===== config.mk =====
export PLATFORM = sky130hd
export DESIGN_NAME = node_router
export DESIGN_NICKNAME = d
export VERILOG_FILES = /design/src/rtl/node_pkg.sv /design/src/rtl/rr_arbiter.sv /design/src/rtl/node_router.sv
export SDC_FILE = /design/constraint.sdc
export NUM_CORES = 1
export LEC_CHECK = 0
export BUFFER_PORTS_ARGS = -buffer_cell sky130_fd_sc_hd__buf_2
export CAP_MARGIN = 20
export CORE_ASPECT_RATIO = 2
export CORE_MARGIN = 3
export CORE_UTILIZATION = 45
export CTS_CLUSTER_SIZE = 25
export DETAILED_ROUTE_END_ITERATION = 12
export PLACE_DENSITY = 0.62
export SYNTH_ARGS = -nofsm -noshare
export SYNTH_HDL_FRONTEND = slang
export SYNTH_SLANG_ARGS = --single-unit

===== constraint.sdc =====
create_clock -name clk -period 6.5 [get_ports clk]
set_input_delay 1.3 -clock clk [delete_from_list [all_inputs] [get_ports clk]]
set_output_delay 1.3 -clock clk [all_outputs]
set_load 0.05 [all_outputs]

===== src/rtl/node_pkg.sv =====
// node_pkg: shared types and helpers for the mesh router cell.
//   P_L..P_W    : port indices (local, north, east, south, west)
//   flit_hdr_t  : header flit layout {len, dst_x, dst_y}
//   xy_route()  : dimension-order route, X resolved before Y
package node_pkg;

  localparam int P_L   = 0;
  localparam int P_N   = 1;
  localparam int P_E   = 2;
  localparam int P_S   = 3;
  localparam int P_W   = 4;
  localparam int HDR_W = 16;

  typedef struct packed {
    logic [7:0] len;
    logic [3:0] dst_x;
    logic [3:0] dst_y;
  } flit_hdr_t;

  function automatic logic [2:0] xy_route(input flit_hdr_t hdr,
                                          input logic [3:0] node_x,
                                          input logic [3:0] node_y);
    if (hdr.dst_x > node_x)      return 3'(P_E);
    else if (hdr.dst_x < node_x) return 3'(P_W);
    else if (hdr.dst_y > node_y) return 3'(P_N);
    else if (hdr.dst_y < node_y) return 3'(P_S);
    else                         return 3'(P_L);
  endfunction

endpackage


===== src/rtl/rr_arbiter.sv =====
// rr_arbiter: round-robin arbiter with packet (wormhole) locking.
//   clk, rst : clock, async active-low reset
//   req      : per-input request
//   lock     : suppresses new grants (used for an absent output port)
//   rel      : granted input has just moved its last flit; drop the grant
//   grant    : registered one-hot grant, held until rel
// Search starts at ptr+1; on release ptr becomes the released input, so
// it gets lowest priority next round. No grant is issued in the release
// cycle itself.
module rr_arbiter #(
  parameter int NUM_REQ = 5
) (
  input  logic               clk,
  input  logic               rst,
  input  logic [NUM_REQ-1:0] req,
  input  logic               lock,
  input  logic               rel,
  output logic [NUM_REQ-1:0] grant
);

  localparam int IW = (NUM_REQ > 1) ? $clog2(NUM_REQ) : 1;

  logic [IW-1:0]      ptr;
  logic [IW-1:0]      gidx;
  logic [NUM_REQ-1:0] pick;
  int                 idx;

  always_comb begin
    pick = '0;
    idx  = 0;
    for (int k = 1; k <= NUM_REQ; k++) begin
      idx = (int'(ptr) + k) % NUM_REQ;
      if (pick == '0 && req[idx]) pick[idx] = 1'b1;
    end
  end

  always_comb begin
    gidx = '0;
    for (int i = 0; i < NUM_REQ; i++)
      if (grant[i]) gidx = IW'(i);
  end

  always_ff @(posedge clk or negedge rst) begin
    if (!rst) begin
      grant <= '0;
      ptr   <= '0;
    end else if (|grant) begin
      if (rel) begin
        grant <= '0;
        ptr   <= gidx;
      end
    end else if (!lock) begin
      grant <= pick;
    end
  end

endmodule


===== src/rtl/node_router.sv =====
// node_router: 5-port mesh router cell (L, N, E, S, W) with XY routing,
// per-input FIFO + packet tracker, per-output round-robin wormhole arbiter.
//   clk, rst     : clock, async active-low reset
//   in_valid     : upstream push per port
//   in_data      : input flits, port i at [i*DATA_W +: DATA_W]
//   in_full      : input FIFO full (held 0 on absent ports)
//   out_valid    : flit presented and consumed this cycle
//   out_data     : output flits (0 when not valid)
//   out_full     : downstream full per port
//   drop_pulse   : a header to an absent port was discarded this cycle
//   overflow_err : sticky, a push arrived while its FIFO was full
// PORT_MASK removes edge ports; packets routed to a removed port are
// drained one flit per cycle.
module node_router
  import node_pkg::*;
#(
  parameter int                   NODE_X     = 0,
  parameter int                   NODE_Y     = 0,
  parameter int                   NUM_PORTS  = 5,
  parameter logic [NUM_PORTS-1:0] PORT_MASK  = 5'b11111,
  parameter int                   FIFO_DEPTH = 4,
  parameter int                   DATA_W     = 16
) (
  input  logic                        clk,
  input  logic                        rst,
  input  logic [NUM_PORTS-1:0]        in_valid,
  input  logic [NUM_PORTS*DATA_W-1:0] in_data,
  output logic [NUM_PORTS-1:0]        in_full,
  output logic [NUM_PORTS-1:0]        out_valid,
  output logic [NUM_PORTS*DATA_W-1:0] out_data,
  input  logic [NUM_PORTS-1:0]        out_full,
  output logic                        drop_pulse,
  output logic                        overflow_err
);

  localparam int         AW = $clog2(FIFO_DEPTH);
  localparam int         CW = AW + 1;
  localparam logic [3:0] NX = 4'(NODE_X);
  localparam logic [3:0] NY = 4'(NODE_Y);

  typedef enum logic {S_HEAD, S_BODY} trk_t;

  logic [NUM_PORTS-1:0][DATA_W-1:0]    head;
  logic [NUM_PORTS-1:0]                nempty, pop, last, drop_hdr, ovf;
  logic [NUM_PORTS-1:0][NUM_PORTS-1:0] req;  // [output][input]
  logic [NUM_PORTS-1:0][NUM_PORTS-1:0] gnt;  // [output][input]

  for (genvar i = 0; i < NUM_PORTS; i++) begin : g_in
    if (PORT_MASK[i]) begin : g_on
      logic [DATA_W-1:0] mem [FIFO_DEPTH];
      logic [AW-1:0]     wp, rp;
      logic [CW-1:0]     cnt;
      trk_t              st;
      logic [7:0]        rem;
      logic              drop_q;
      flit_hdr_t         hdr;
      logic [2:0]        rt;
      logic              rt_ok, full, push, gpop;

      assign head[i]   = mem[rp];
      assign hdr       = flit_hdr_t'(mem[rp][HDR_W-1:0]);
      assign full      = (cnt == CW'(FIFO_DEPTH));
      assign push      = in_valid[i] & ~full;
      assign nempty[i] = (cnt != '0);
      assign in_full[i] = full;
      assign ovf[i]    = in_valid[i] & full;

      // Route is only meaningful while the head flit is a header (S_HEAD).
      assign rt          = xy_route(hdr, NX, NY);
      assign rt_ok       = PORT_MASK[rt];
      assign drop_hdr[i] = (st == S_HEAD) & nempty[i] & ~rt_ok;
      assign last[i]     = (st == S_HEAD) ? (hdr.len == 8'd0) : (rem == 8'd1);

      for (genvar o = 0; o < NUM_PORTS; o++) begin : g_req
        assign req[o][i] = (st == S_HEAD) & nempty[i] & rt_ok & (rt == 3'(o));
      end

      always_comb begin
        gpop = 1'b0;
        for (int o = 0; o < NUM_PORTS; o++) gpop = gpop | (gnt[o][i] & ~out_full[o]);
      end

      // Pop either by a granted transfer or by draining a dropped packet.
      assign pop[i] = nempty[i] & (gpop | drop_hdr[i] | ((st == S_BODY) & drop_q));

      always_ff @(posedge clk) begin
        if (push) mem[wp] <= in_data[i*DATA_W +: DATA_W];
      end

      always_ff @(posedge clk or negedge rst) begin
        if (!rst) begin
          wp     <= '0;
          rp     <= '0;
          cnt    <= '0;
          st     <= S_HEAD;
          rem    <= '0;
          drop_q <= 1'b0;
        end else begin
          if (push)   wp <= wp + 1'b1;
          if (pop[i]) rp <= rp + 1'b1;
          cnt <= cnt + CW'(push) - CW'(pop[i]);
          if (pop[i]) begin
            if (st == S_HEAD) begin
              if (hdr.len != 8'd0) begin
                st     <= S_BODY;
                rem    <= hdr.len;
                drop_q <= ~rt_ok;
              end
            end else begin
              rem <= rem - 1'b1;
              if (rem == 8'd1) begin
                st     <= S_HEAD;
                drop_q <= 1'b0;
              end
            end
          end
        end
      end
    end else begin : g_off
      assign head[i]     = '0;
      assign nempty[i]   = 1'b0;
      assign pop[i]      = 1'b0;
      assign last[i]     = 1'b0;
      assign drop_hdr[i] = 1'b0;
      assign ovf[i]      = 1'b0;
      assign in_full[i]  = 1'b0;
      for (genvar o = 0; o < NUM_PORTS; o++) begin : g_req
        assign req[o][i] = 1'b0;
      end
    end
  end

  for (genvar o = 0; o < NUM_PORTS; o++) begin : g_out
    logic              v, r;
    logic [DATA_W-1:0] d;

    always_comb begin
      v = 1'b0;
      r = 1'b0;
      d = '0;
      for (int i = 0; i < NUM_PORTS; i++) begin
        if (gnt[o][i] & nempty[i] & ~out_full[o]) begin
          v = 1'b1;
          r = last[i];
          d = head[i];
        end
      end
    end

    assign out_valid[o]               = v;
    assign out_data[o*DATA_W +: DATA_W] = d;

    rr_arbiter #(.NUM_REQ(NUM_PORTS)) u_arb (
      .clk   (clk),
      .rst   (rst),
      .req   (req[o]),
      .lock  (~PORT_MASK[o]),
      .rel   (r),
      .grant (gnt[o])
    );
  end

  assign drop_pulse = |drop_hdr;

  always_ff @(posedge clk or negedge rst) begin
    if (!rst)      overflow_err <= 1'b0;
    else if (|ovf) overflow_err <= 1'b1;
  end

endmodule


==> summary by stage, run 1 <==
Global routing
The number of global-route vias before repair is 23100. The total congestion overflow after global routing is 0. The maximum number of pins on one net before global-route repair is 61. The initial antenna violation count is 8.

The first global-routing pass estimated 138000 um of wire. Across every metal layer, demand over resource in global routing totals 27.5%.

Detailed routing
The initial DRC count is 2355. Detailed routing inserted a total of about 23000 vias. In this run the remaining antenna-violating nets after routing total 0.

The remaining routing DRC violations is 0. Dividing the detail-routed via count by the number of cells gives 6.42. The total length of routed wires is 92100 um. The length of the first detailed-routing pass in iterations is 9. Dividing the detail-routed wire length by the instance count gives 25.3 um.

Setup path
The slowest library cell on the worst path is sky130_fd_sc_hd__nor4b_1. The register-to-register path setup slack is 0.54 ns. The critical path class is flop to flop.

The capturing element type of the critical path is a flop. Walking the worst path, the cells encountered are inv_1, ha_1, xnor2_1, inv_2, ha_1, nor3b_1, a22oi_1, a2111oi_0, a221oi_1, a32oi_1, a2111oi_0, and3_1, or3_1, nor4b_1, a31oi_1, o41ai_1. The number of cells on the worst reg-to-reg path is 16. The endpoint required time on the critical path is about 6.9 ns.

In this run the worst path has a maximum fanout of 15. STA classifies the critical path startpoint as a flop. In this run the critical register-to-register path is captured at g_out[2].u_arb.grant[3]. In this run the critical register-to-register path is launched from g_out[2].u_arb.ptr[1]. For this run, the slowest stage of the critical path takes 0.76 ns. STA puts the critical path data arrival time at 6.40 ns.

Synth
Summed over all instances, the cell type with the most area after synthesis is sky130_fd_sc_hd__edfxtp_1. The part of the Yosys area used for sequential elements is between 40% and 50%. The flop and latch count out of synthesis is 430.

In this run the mean area of a mapped cell was 10.3 sq um. The most used flip-flop cell after synthesis is sky130_fd_sc_hd__edfxtp_1. The cell area that synthesis handed to floorplanning was roughly 28000 sq um. In this run, distinct cell masters in the synthesized netlist total 102. The number of warnings printed during yosys synthesis is 0. Of the post-synthesis cell area, the dominant cell type holds 34.5%. The number of enable-type register cells in the synthesized netlist is 320. The post-synthesis async set-or-reset flop share is around a quarter.

After synthesis, the cell types taking the most area are sky130_fd_sc_hd__edfxtp_1 (34%), sky130_fd_sc_hd__dfrtp_1 (9.9%), sky130_fd_sc_hd__mux4_2 (6.6%). The number of instances in the synthesized netlist is 2706.

Clocking
TritonCTS built the clock tree. Buffers inserted during clock tree synthesis total 36. The root buffer cell is sky130_fd_sc_hd__clkbuf_16.

The deepest clock path buffer count is 3. The clock-pin slew on the worst setup and hold paths is approximately 0.080 ns. The clock net in this run drives a total of 430 sinks. The depth of the CTS H-tree is 2. The clock insertion delay at the later pin of the skew report is 0.55 ns. After clock tree synthesis, the repair step resized 0 gates. In this run the post-CTS setup repair buffer count came out at 0. The hold-fix buffer count after cts is 0.

Min path
The startpoint identified for the worst hold timing path is g_out[3].u_arb.grant[3]. The path class of the tightest hold or removal check is flop to flop. The capture endpoint of the worst hold path is g_out[3].u_arb.grant[3]. The cell count of the worst hold path is 1.

Floorplanning
Once the floorplan was initialized, standard cells occupied 45.6% of the core. The chip height is 358 um. The floorplan step defined a die boundary enclosing 65100 sq um.

The floorplan core area is 61200 sq um. From left edge to right edge, the die measures 182 um. In this run the count of I/O pins placed on the die edge is 184. The number of cell rows is 128.

Final layout
The share of final-layout standard cells stronger than drive strength 1 is 15.4%. The area taken by flip-flops and latches is 12400 sq um. Once layout is done, the placed cells without fillers occupy 30700 sq um. The area of combinational cells with multiple inputs is between 10000 and 15000 sq um. The number of filler instances in the final layout is approximately 5500. Measured on the finished design, the core utilization comes to 50.2%. Relative to the synthesized area, the layout overhead comes to 10.2%. The post-layout net count is roughly 3100.

Placement
The area of placed instances is 29600 sq um. The weighted congestion reported at the end of routability-driven placement is roughly 0.99. OpenSTA, run right after detailed placement, puts the worst setup slack at about 0.76 ns.

During placement, the flow inserted port buffers numbering approximately 160. The half-perimeter wire length after placement is 70700 um.

Status
The flow ran to the end, and the final reports show no timing, DRC or antenna violations.

Timing
The worst pin sits at a relative slew slack of 28.4%. The number of hold-slack violations in the final timing report is 0. Of the available clock period, the critical path in the final layout requires about nine tenths. At the pin with the least slew margin, the transition time is 1.07 ns.

In the final timing run, aggregate negative setup slack is 0 ns. Setup repair after global routing left no endpoint under its margin. For this run, the top clock speed supported by timing is 0.168 GHz. The number of max-slew violations in the final report came to 0.

The number of endpoints failing setup at the final stage is 0. The worst setup margin is between 0.5 and 0.6 ns. The clock tree skew after final layout is 0.0174 ns. The minimum clock period is 5.96 ns.

Flow run
Across the run, the number of max-cap violations was 0.
[final cells by class]
cell class / instances / area share (%)
repair buffers: 234 / 4.41
clock buffers: 48 / 3.32
clock inverters: 18 / 0.440
inverters: 138 / 1.69
flip-flops and latches: 430 / 40.2
well taps: 780 / 3.18
multi-input cells: 1991 / 46.7
diodes: 2 / 0.0163
[routing by layer]
| layer | track usage (%) | routed length (um) |
|---|---|---|
| met5 | 0 | 62 |
| met4 | 16.2 | 6410 |
| met3 | 3.18 | 5250 |
| met2 | 50.5 | 48000 |
| met1 | 30.4 | 32400 |
[worst max-delay path, delay by kind of cell, from the launching register on]
kind	cells	cell delay [ns]
AO/OA/AOI/OAI	7	1.80
XOR/XNOR	1	0.51
flip-flops	1	0.67
AND/OR/NAND/NOR	4	1.70
buffers and inverters	2	0.54
adder cells (fa/ha/maj)	2	0.62
[kinds of logic after synthesis]
group	share of synthesized area [%]
AND/OR/NAND/NOR	15.8
buffers and inverters	4.53
XOR/XNOR	2.03
multiplexers	8.12
AO/OA/AOI/OAI	18.7
other	0.0135
flip-flops	44.3
adder cells (fa/ha/maj)	6.49
[cell usage in the layout (no fill, tap or decap), types with 10 or more instances in the layout]
master	count
sky130_fd_sc_hd__edfxtp_1	320
sky130_fd_sc_hd__nand2_1	210
sky130_fd_sc_hd__a21oi_1	191
sky130_fd_sc_hd__nor2_1	182
sky130_fd_sc_hd__o21ai_0	171
sky130_fd_sc_hd__buf_2	164
sky130_fd_sc_hd__ha_1	135
sky130_fd_sc_hd__inv_1	131
sky130_fd_sc_hd__dfrtp_1	110
sky130_fd_sc_hd__nor3_1	94
sky130_fd_sc_hd__a211oi_1	85
sky130_fd_sc_hd__mux4_2	82
sky130_fd_sc_hd__a22oi_1	80
sky130_fd_sc_hd__buf_4	69
sky130_fd_sc_hd__nand3_1	67
sky130_fd_sc_hd__xnor2_1	57
sky130_fd_sc_hd__and2_1	42
sky130_fd_sc_hd__clkbuf_16	38
sky130_fd_sc_hd__o22ai_1	37
sky130_fd_sc_hd__nand2b_1	32
sky130_fd_sc_hd__nand4_1	29
sky130_fd_sc_hd__nor4_1	28
sky130_fd_sc_hd__and3_1	27
sky130_fd_sc_hd__mux2i_1	27
sky130_fd_sc_hd__a31oi_1	24
sky130_fd_sc_hd__nor3b_1	22
sky130_fd_sc_hd__o31ai_1	19
sky130_fd_sc_hd__conb_1	18
sky130_fd_sc_hd__nor2b_1	16
sky130_fd_sc_hd__o211ai_1	16
sky130_fd_sc_hd__or3_1	15
sky130_fd_sc_hd__a21o_1	14
sky130_fd_sc_hd__o21a_1	14
sky130_fd_sc_hd__a21boi_0	14
sky130_fd_sc_hd__mux2_2	13
sky130_fd_sc_hd__nand3b_1	11
sky130_fd_sc_hd__or4_1	10
sky130_fd_sc_hd__a22o_1	10
[worst max path at each step]
stage	end	slack [ns]	startpoint
6_report	g_out[2].u_arb.grant[3]	0.54	g_out[2].u_arb.ptr[1]
5_1_grt	g_out[2].u_arb.grant[3]	0.12	g_out[2].u_arb.ptr[1]
4_1_cts	g_out[2].u_arb.grant[3]	0.70	g_out[2].u_arb.ptr[1]
3_5_place_dp	g_out[2].u_arb.grant[4]	0.76	g_out[2].u_arb.ptr[1]
3_3_place_gp	g_out[2].u_arb.grant[4]	0.96	g_out[2].u_arb.ptr[1]
2_1_floorplan	g_out[0].u_arb.grant[3]	0.78	g_out[0].u_arb.ptr[0]
[sequential cells by signal, summed over array words and instances (netlist names)]
signal             cells
g_in.g_on.wp          10
g_in.g_on.rem         40
g_in.g_on.mem        320
g_in.g_on.rp          10
g_out.u_arb.ptr        9
g_in.g_on.st           5
g_out.u_arb.grant     20
overflow_err           1
g_in.g_on.cnt         15
[synthesized netlist by cell type, drive strengths merged (13+ instances only)]
cell type,instances
a211oi,86
a21boi,15
a21o,14
a21oi,193
a22oi,80
a31oi,24
and2,42
and3,27
buf,54
clkbuf,110
dfrtp,110
edfxtp,320
ha,135
inv,137
mux2,13
mux2i,27
mux4,82
nand2,210
nand2b,32
nand3,69
nand4,29
nor2,182
nor2b,16
nor3,97
nor3b,30
nor4,35
o211ai,16
o21a,14
o21ai,179
o22ai,37
o31ai,20
or3,15
or4,13
xnor2,57
[through the flow]
step                cells  hold WS [ns]
CTS                  3638         0.483
global placement     3571         0.459
global route         3640         0.491
finish               3641         0.490
floorplan            2723         0.444
detailed placement   3572         0.461
Power of run 1 is not shown: default switching activity piles up to over one toggle a cycle in this logic, so the estimate is an artifact.
==> run 2, diff against run 1 <==
==> constraint.sdc (replaced) <==
create_clock -name clk -period 6.9 [get_ports clk]
set_input_delay 1.38 -clock clk [delete_from_list [all_inputs] [get_ports clk]]
set_output_delay 1.38 -clock clk [all_outputs]
set_load 0.05 [all_outputs]
==> run 2 against run 1 <==
Fmax down 1.1%. Sequential share of layout area up 0.12 points. Final cell count down 0.58%. Clock skew up 0.017 ns. Non-clock buffer count down 17. First-iteration DRC count down 5.7%. Via count down 1.4%. Critical path depth up 1. Register-to-register slack better by 0.34 ns. Largest cell class unchanged.
==> summary by stage, run 2 (synthesis results as in run 1) <==
Status
The run finished with clean final reports.

Timing
Setup repair after global routing left no endpoint under its margin. The transition time at the pin with the least slew margin is 1.06 ns. The part of the cycle the worst path needs is 87.4%. The minimum clock period is 6.03 ns. The number of endpoints failing setup at the final stage is 0. The number of hold-slack violations in the final timing report is 0. In the final timing run, aggregate negative setup slack is 0 ns.

On the final layout, the worst clock skew is 0.0345 ns. The number of max-slew violations in the final report is 0. Measured against its own limit, the worst slew margin works out to between 20% and 30%.

The maximum clock frequency is 0.166 GHz.

Detailed routing
The remaining routing DRC violations is 0. Once detail routing completed, the nets flagged for antenna violations numbered 0. The length of the first detailed-routing pass in iterations is 6. The routed design has 91500 um of wire. The average vias per placed instance is 6.36.

The routed layout has 23000 vias. The routed length per instance is between 20 and 30 um. The initial DRC count is 2220.

Min path
In this run the most critical hold path is launched from g_out[3].u_arb.grant[3]. The capture endpoint of the worst hold path is g_out[3].u_arb.grant[3]. The min-delay analysis places its worst path in the category flop to flop. The cell count of the worst hold path is 1.

Clocking
The hold-fix buffer count after cts is 0. The tree is rooted in a sky130_fd_sc_hd__clkbuf_16. The number of buffers added for setup after CTS is 0. The clock passes through at most 3 buffers. The clock net sink count is 430. The number of clock buffers added by TritonCTS is 37. At the later pin of the worst-skew pair, clock insertion delay measures 0.56 ns. The post-cts gate resize count is 0. The clock-pin slew on the worst setup and hold paths is 0.08 ns.

The depth of the CTS H-tree is 2. TritonCTS built the clock tree.

Global routing
The total global routing track utilization is 27.3%. Entering global routing, the biggest net connects 60 pins. The number of global-route vias before repair is 22900. The initial antenna violation count came to 8. The total congestion overflow after global routing is 0. The first-pass GRT wire length is between 100000 and 150000 um.

Floorplanning
The floorplan core area is slightly above 60000 sq um. The die span in x is ~180 um. The die covers around 65000 sq um. The starting density of the core is around 46%. Pin placement for this block handled 184 I/O pins. The floorplan has 128 rows. The chip height is 358 um.

Final layout
Leaving out filler cells and counting taps, the final layout contains 3620. The core utilization of the finished layout is 50.1%. Ranked by flip-flop count, first place goes to g_in.g_on.mem. The register with the most flip-flops in the layout has 320 of them. Of the cells placed in the final design, the portion with a size suffix greater than 1 is 14.8%. The library cell used most frequently in the layout, excluding fill and tap cells, is sky130_fd_sc_hd__edfxtp_1. In the final design database the tool counted 3048 nets. The largest registers in the layout are g_in.g_on.mem: 320 flops, g_in.g_on.rem: 40 flops, g_out.u_arb.grant: 20 flops. Relative to the synthesized area, the layout overhead comes to 9.89%. After filler insertion, the fill cell instance count of the layout stands at 5575.

Leaving out fill and tap cells, the most frequent cells in the layout are sky130_fd_sc_hd__edfxtp_1 (320), sky130_fd_sc_hd__nand2_1 (210), sky130_fd_sc_hd__a21oi_1 (191).

Setup path
The critical path contains buffers and inverters numbering 2 combined. The worst setup path is captured at a flop. By startpoint and endpoint, the worst setup path is classified as flop to flop. The top fanout value on the critical path is 15. The family of cells with the greatest summed delay on the critical path is compound AO/OA/AOI/OAI gates. The worst reg-to-reg path cell count is 17. The launch instance of the worst register-to-register path is g_out[2].u_arb.ptr[1]. The critical path depth in cells is 17. The longest individual stage delay on the worst path is 0.83 ns. STA classifies the critical path startpoint as a flop. The arrival time at the worst endpoint is 6.44 ns. The slowest library cell on the worst path is sky130_fd_sc_hd__a2111oi_0. The signal on the critical path passes through inv_1, ha_1, xnor2_1, inv_2, ha_1, nor3b_1, a22oi_1, a2111oi_0, a221oi_1, a32oi_1, a2111oi_0, and3_1, or3_1, or4b_1, o21a_1, nand3_1, o41ai_1. STA puts the critical path data required time at around 7.3 ns.

The worst register-to-register path has a setup slack of 0.87 ns. The terminus of the critical flop-to-flop path is g_out[2].u_arb.grant[1].

Placement
The number of instances in the placed design is 3555. The number of port buffers is 164. The congestion estimate from routability-driven global placement came to between 0.9 and 1. Detailed placement ended at an HPWL of 69400 um.

Flow run
The max-cap check violation count is 0.
[run 2: cell types whose count changed in the layout (fill, tap and decap cells not counted), sizes merged]
| cell | before | now |
|---|---|---|
| clkinv | 13 | 12 |
| clkbuf | 48 | 43 |
| buf | 234 | 217 |
| bufinv | 0 | 4 |
| clkinvlp | 4 | 2 |
[run 2: per-stage QoR]
step | setup slack [ns] | hold slack, ns | area (sq um)
after floorplan | 1.18 | 0.444 | 27900
after global placement | 1.31 | 0.460 | 29400
after detailed placement | 1.13 | 0.469 | 29400
after CTS | 1.06 | 0.485 | 30600
after global routing | 0.511 | 0.507 | 30600
final | 0.872 | 0.491 | 30600
[run 2: area by class of cell]
type | instances | area, sq um | area share [%]
Antenna cell | 2 | 5.00 | 0.0163
Clock buffer | 43 | 970 | 3.17
Clock inverter | 19 | 220 | 0.719
Inverter | 138 | 518 | 1.69
Multi-Input combinational cell | 1991 | 14400 | 46.9
Sequential cell | 430 | 12400 | 40.4
Tap cell | 780 | 976 | 3.19
Timing Repair Buffer | 217 | 1230 | 4.01
[run 2: per-layer routing]
metal | global-route usage (%) | share of wire [%]
met5 | 0 | 0.032
met2 | 49.6 | 51
met1 | 30.1 | 35
met4 | 17.5 | 7.8
met3 | 3.12 | 5.8
[run 2: worst register-to-register path: cells and delay by family (launching register included)]
kind                     cells  cell delay [ns]
XOR/XNOR                     1             0.53
adder cells (fa/ha/maj)      2             0.64
buffers and inverters        2             0.55
AO/OA/AOI/OAI                7             1.85
flip-flops                   1             0.68
AND/OR/NAND/NOR              5             1.62
[run 2: worst max path at each step]
stage	startpoint	end	slack [ns]
4_1_cts	g_out[2].u_arb.ptr[1]	g_out[2].u_arb.grant[1]	1.06
5_1_grt	g_out[2].u_arb.ptr[1]	g_out[2].u_arb.grant[1]	0.51
3_5_place_dp	g_out[2].u_arb.ptr[1]	g_out[2].u_arb.grant[1]	1.13
3_3_place_gp	g_out[2].u_arb.ptr[1]	g_out[2].u_arb.grant[4]	1.31
6_report	g_out[2].u_arb.ptr[1]	g_out[2].u_arb.grant[1]	0.87
2_1_floorplan	g_out[0].u_arb.ptr[0]	g_out[0].u_arb.grant[3]	1.18
Power of run 2 is left out for the same reason.
